[config.mk]
export PLATFORM = sky130hd
export DESIGN_NAME = fetch_unit
export DESIGN_NICKNAME = d
export VERILOG_FILES = /design/src/rtl/mips_pkg.sv /design/src/rtl/branch_target_gen.sv /design/src/rtl/fetch_unit.sv
export SDC_FILE = /design/constraint.sdc
export NUM_CORES = 1
export LEC_CHECK = 0
export ABC_CLOCK_PERIOD_IN_PS = 3800
export CAP_MARGIN = 20
export CORE_MARGIN = 2
export CORE_UTILIZATION = 55
export CTS_CLUSTER_SIZE = 14
export DETAILED_ROUTE_END_ITERATION = 7
export PLACE_DENSITY = 0.9
export SLEW_MARGIN = 10
export SYNTH_ARGS = -nofsm -noshare
export SYNTH_HDL_FRONTEND = slang
export SYNTH_SLANG_ARGS = --single-unit
export TNS_END_PERCENT = 30
[constraint.sdc]
create_clock -name clk -period 3.8 [get_ports clk]
set_input_delay 0.38 -clock clk [delete_from_list [all_inputs] [get_ports clk]]
set_output_delay 0.38 -clock clk [all_outputs]
set_load 0.02 [all_outputs]
[src/rtl/mips_pkg.sv]
// Shared definitions for the MIPS pipeline front end.
//   fetch_state_e : states of the instruction-fetch FSM
//   OP_*          : primary opcodes of the control-flow instructions
//   NOP_INSTR     : all-zero word (sll $0,$0,0) used as a pipeline bubble
package mips_pkg;

  typedef enum logic [1:0] {
    BOOT = 2'd0,
    REQ  = 2'd1,
    HOLD = 2'd2,
    KILL = 2'd3
  } fetch_state_e;

  localparam logic [5:0]  OP_JMP    = 6'h02;
  localparam logic [5:0]  OP_BEQ    = 6'h04;
  localparam logic [5:0]  OP_BNE    = 6'h05;
  localparam logic [31:0] NOP_INSTR = 32'h0000_0000;

endpackage

[src/rtl/branch_target_gen.sv]
// Redirect target generator for the instruction in ID.
//   i_pc4       : PC+4 of the instruction in ID
//   i_instr_idx : low 26 bits of the ID instruction (imm16 / jump index)
//   i_jump      : 1 = select the j target, 0 = select the branch target
//   o_target    : resulting fetch address
module branch_target_gen
  import mips_pkg::*;
(
  input  logic [31:0] i_pc4,
  input  logic [25:0] i_instr_idx,
  input  logic        i_jump,
  output logic [31:0] o_target
);

  logic signed [31:0] w_offset;
  logic        [31:0] w_br_target;
  logic        [31:0] w_jmp_target;

  // Sign-extended word offset; the add wraps modulo 2^32.
  assign w_offset     = {{14{i_instr_idx[15]}}, i_instr_idx[15:0], 2'b00};
  assign w_br_target  = i_pc4 + $unsigned(w_offset);
  assign w_jmp_target = {i_pc4[31:28], i_instr_idx, 2'b00};
  assign o_target     = i_jump ? w_jmp_target : w_br_target;

endmodule

[src/rtl/fetch_unit.sv]
// Instruction-fetch stage plus IF/ID pipeline register.
// Owns the PC, fetches over a req/ack handshake with arbitrary wait states,
// applies load-use stalls and taken redirects (no delay slot).
//   clk, rst            : clock, asynchronous active-low reset
//   cu_wpcir            : stall, hold PC and IF/ID
//   cu_branch, cu_jump  : taken redirect / redirect is a j
//   imem_req/addr       : fetch request and word address (registered)
//   imem_ack/rdata      : one-cycle acknowledge with data
//   if_instr            : word currently in IF (combinational)
//   id_instr/pc4/valid  : IF/ID register
module fetch_unit #(
  parameter logic [31:0] RESET_PC  = 32'h0000_0000,
  parameter logic [31:0] NOP_INSTR = mips_pkg::NOP_INSTR
) (
  input  logic        clk,
  input  logic        rst,
  input  logic        cu_wpcir,
  input  logic        cu_branch,
  input  logic        cu_jump,
  output logic        imem_req,
  output logic [31:0] imem_addr,
  input  logic        imem_ack,
  input  logic [31:0] imem_rdata,
  output logic [31:0] if_instr,
  output logic [31:0] id_instr,
  output logic [31:0] id_pc4,
  output logic        id_valid
);

  import mips_pkg::*;

  fetch_state_e r_state, w_state_nxt;
  logic [31:0]  r_pc, w_pc_nxt;
  logic [31:0]  r_buf, w_buf_nxt;
  logic [31:0]  r_id_instr, w_id_instr_nxt;
  logic [31:0]  r_id_pc4, w_id_pc4_nxt;
  logic         r_id_valid, w_id_valid_nxt;
  logic         r_req;
  logic [31:0]  r_addr;
  logic [31:0]  w_pc4;
  logic [31:0]  w_target;
  logic         w_ack;
  logic         w_redirect;

  branch_target_gen u_btg (
    .i_pc4       (r_id_pc4),
    .i_instr_idx (r_id_instr[25:0]),
    .i_jump      (cu_jump),
    .o_target    (w_target)
  );

  assign w_pc4      = r_pc + 32'd4;
  // Acks arriving with no request outstanding are ignored.
  assign w_ack      = imem_ack & r_req;
  // A stall wins over a redirect; the branch is re-evaluated next cycle.
  assign w_redirect = cu_branch & ~cu_wpcir;

  always_comb begin
    w_state_nxt    = r_state;
    w_pc_nxt       = r_pc;
    w_buf_nxt      = r_buf;
    w_id_instr_nxt = r_id_instr;
    w_id_pc4_nxt   = r_id_pc4;
    w_id_valid_nxt = r_id_valid;
    case (r_state)
      BOOT: w_state_nxt = REQ;
      REQ: begin
        if (cu_wpcir) begin
          if (w_ack) begin
            w_buf_nxt   = imem_rdata;
            w_state_nxt = HOLD;
          end
        end else if (w_redirect) begin
          w_pc_nxt       = w_target;
          w_id_instr_nxt = NOP_INSTR;
          w_id_valid_nxt = 1'b0;
          // Without ack the old request must still complete, so it is killed.
          w_state_nxt    = w_ack ? REQ : KILL;
        end else if (w_ack) begin
          w_id_instr_nxt = imem_rdata;
          w_id_pc4_nxt   = w_pc4;
          w_id_valid_nxt = 1'b1;
          w_pc_nxt       = w_pc4;
        end else begin
          w_id_instr_nxt = NOP_INSTR;
          w_id_valid_nxt = 1'b0;
        end
      end
      HOLD: begin
        if (!cu_wpcir) begin
          if (w_redirect) begin
            w_pc_nxt       = w_target;
            w_id_instr_nxt = NOP_INSTR;
            w_id_valid_nxt = 1'b0;
          end else begin
            w_id_instr_nxt = r_buf;
            w_id_pc4_nxt   = w_pc4;
            w_id_valid_nxt = 1'b1;
            w_pc_nxt       = w_pc4;
          end
          w_state_nxt = REQ;
        end
      end
      KILL: begin
        if (cu_wpcir) begin
          if (w_ack) w_state_nxt = REQ;
        end else begin
          w_id_instr_nxt = NOP_INSTR;
          w_id_valid_nxt = 1'b0;
          if (w_redirect) w_pc_nxt = w_target;
          else if (w_ack) w_state_nxt = REQ;
        end
      end
      default: w_state_nxt = BOOT;
    endcase
  end

  always_ff @(posedge clk or negedge rst) begin
    if (!rst) begin
      r_state    <= BOOT;
      r_pc       <= RESET_PC;
      r_buf      <= 32'h0;
      r_id_instr <= NOP_INSTR;
      r_id_pc4   <= 32'h0;
      r_id_valid <= 1'b0;
      r_req      <= 1'b0;
      r_addr     <= RESET_PC;
    end else begin
      r_state    <= w_state_nxt;
      r_pc       <= w_pc_nxt;
      r_buf      <= w_buf_nxt;
      r_id_instr <= w_id_instr_nxt;
      r_id_pc4   <= w_id_pc4_nxt;
      r_id_valid <= w_id_valid_nxt;
      r_req      <= (w_state_nxt == REQ) || (w_state_nxt == KILL);
      // KILL keeps presenting the abandoned address until its ack.
      if (w_state_nxt == REQ) r_addr <= w_pc_nxt;
    end
  end

  always_comb begin
    if_instr = NOP_INSTR;
    if (r_state == REQ && w_ack) if_instr = imem_rdata;
    else if (r_state == HOLD)    if_instr = r_buf;
  end

  assign imem_req  = r_req;
  assign imem_addr = r_addr;
  assign id_instr  = r_id_instr;
  assign id_pc4    = r_id_pc4;
  assign id_valid  = r_id_valid;

endmodule

==> results.cfg <==
[sta]
layout_min_cycle_time_ps = 3750
rsz0062_at_grt = false
hold_viol = 0
slew_headroom_pct = 22.7
skew_ps = 9.49
worstMarginPinSlew_ps = 1150
finalSetupViolCount = 0
whs_ps = 490
slew_violations = 0
setup-tns-final_ps = 0
fin_crit_sh_pct = 98.8
fmax_ghz = 0.266

[cts]
cts_tree = done
cts_max_level = 4
path_clk_slew_ps = 70
numClockSinks = 164
clk_latency_ps = 440
post_cts_resized = 0
clk_path_buf_depth = 2
cts.root.buffer_cell = clkbuf_16
cts_made_buffers = 17

[floorplan]
start_util_pct = 55.5
die_h_um = 141
die_area_mm2 = 0.0199
coreArea_mm2 = 0.0186
pin_count = 168
die_w_um = 141
rows = 50

[status]
run_status = completed

[synthesis]
yosys-top-cells-area = dfrtp_1 (40%), nand2_1 (6.6%), o21ai_0 (6.0%)
synthCells = 1216
async_flop_share_pct = 100
ys.warnings.count = 0
synth_area_mm2 = 0.0103
avgSynthCellArea_um2 = 8.49
synth.largest_area_cell = dfrtp_1
yosys_register_bits = 164
seq_area_frac_synth_pct = 39.8
ys.flop_type = dfrtp_1
synth_nets = 1289
synthDistinctLibCells = 73
synth_edf_count = 0
synth_top_area_share_pct = 39.8

[routing]
drt_iter0_drc = 1339
wl_met3_um = 3960
wl_met1_um = 13900
wire_per_inst_um = 21.8
top_layer = met4
vias = 10400
ant_nets = 0
drt_wl_total_um = 35000
drc = 0
drt-pass1-iter-count = 6
wl_met2_um = 15800
vias_per_cell = 6.51

[flow_run]
cap_violations = 0

[final_layout]
antenna_cells = 0
fin_nets = 1430
drive_above_1_share_pct = 9.86
postLayoutCoreUtil_pct = 69.1
final_common_cell = nand2_1
fin_cells = 1603
layout_common_cells = nand2_1 (181), clkdlybuf4s50_1 (166), dfrtp_1 (164)
synthToLayoutAreaGrowth_pct = 24.5

[power]
switching_power_uw = 5990
p_sw_share_pct = 48.7
pwr-share-comb_pct = 58.6
p_total_uw = 12300
power_frac_clock_pct = 13.9
peakVddDrop_uv = 563
p_seq_share_pct = 27.5
p_per_area_mw_per_mm2 = 957
leakagePower_uw = 0.00529
p_int_uw = 6300

[global_route]
grt_pass1_wl_um = 54600
grt_usage_pct = 35.1
grt_pass1_vias = 9817
grt_overflow = 0
grt_max_degree = 72
antenna_found_initial = 0

[placed_design]
portBuffers = 167
gp_congestion = 1.00
dp.cells = 1571
post-dp-hpwl_um = 25200

[worst_hold_path]
hp-start = imem_addr[0]
hold_path.class = flop to flop
hold_end = imem_addr[0]
hold_depth = 2

[critical_path]
rr_startpoint = r_state[0]
end_kind = flop
arrival_ps = 4080
cp.required_ps = 4130
critPathKind = flop to flop
r2r_end = imem_addr[24]
cp_max_fo = 10
crit_path_start_kind = flop
r2r_cells = 9
r2r_slack_ps = 50
==> cell families after synthesis <==
logic type	after synthesis	synth area share [%]
simple gates	425	19.4
compound gates	396	23.4
flops	164	39.8
xor+xnor	36	3.06
fa+ha+maj	35	4.32
mux	56	6.06
buf+inv	104	3.99
==> cells in the mapped netlist, types with 8 or more instances <==
cell,instances
a21oi_1,115
nor3_1,24
inv_1,24
xnor2_1,24
or3_1,12
a211oi_1,8
o31ai_1,11
a22oi_1,36
nand3_1,29
a21o_1,10
nor4_1,11
mux2_2,48
nor2_1,87
xor2_1,12
o21ai_0,124
o22ai_1,10
nand4_1,14
dfrtp_1,164
and2_1,8
clkbuf_1,61
a31oi_1,12
ha_1,34
and3_1,17
nand2_1,181
buf_2,11
==> sequential cells by signal, indices dropped and copies added, names as in the netlist <==
register   count
imem_addr     32
r_pc          32
imem_req       1
id_valid       1
id_instr      32
id_pc4        32
r_buf         32
r_state        2
==> area by class of cell <==
| cell class | count | area (um2) |
|---|---|---|
| Sequential cell | 164 | 4100 |
| Clock inverter | 12 | 118 |
| Timing Repair Buffer | 202 | 1980 |
| Clock buffer | 19 | 443 |
| Tap cell | 234 | 293 |
| Multi-Input combinational cell | 948 | 5820 |
| Inverter | 24 | 90.1 |
| Fill cell | 1426 | 5730 |
==> metal layers <==
metal / vias to the layer above / GRT usage [%]
met3: 107 / 8.73
met1: 4916 / 48.5
li1: 4716 / -
met5: - / 0
met2: 697 / 53.7
met4: 0 / 13.5
==> how the worst max path moves through the flow <==
stage / startpoint / to / slack [ps] / cells past startpoint
floorplan: id_instr[15] / imem_addr[29] / 680 / 10
global placement: cu_branch / imem_addr[24] / 350 / 9
detailed placement: cu_branch / imem_addr[24] / 340 / 9
CTS: r_state[0] / imem_addr[24] / 320 / 9
global route: r_state[0] / imem_addr[24] / 130 / 9
finish: r_state[0] / imem_addr[24] / 50 / 9
==> power by group through the flow <==
stage	Combinational, uW	Clock [uW]	Sequential [uW]
after floorplan	4020	0	3560
after global placement	6820	0	3300
after detailed placement	7000	0	3350
after CTS	7070	1710	3330
after global routing	7740	1770	3450
final	7200	1710	3380
==> repair_timing <==
item,CTS,global route
hold buffers,1,0
setup buffers,0,0
hold endpoints to repair,15,0
==> stage by stage <==
step / cell area [um2] / setup slack (ps)
after floorplan: 10300 / 675
after global placement: 12300 / 353
after detailed placement: 12300 / 337
after CTS: 12800 / 319
after global routing: 12800 / 128
final: 12800 / 46.3
==> critical path, stage by stage (launching register included) <==
cell	delay [ps]
dfrtp_1	430
ha_1	310
or3_1	530
a211oi_1	800
o21ai_1	650
a21oi_1	290
nor2b_1	70
o21bai_1	160
o41ai_1	130
mux2_2	280
No activity file was read; power rests on OpenSTA's default activity.
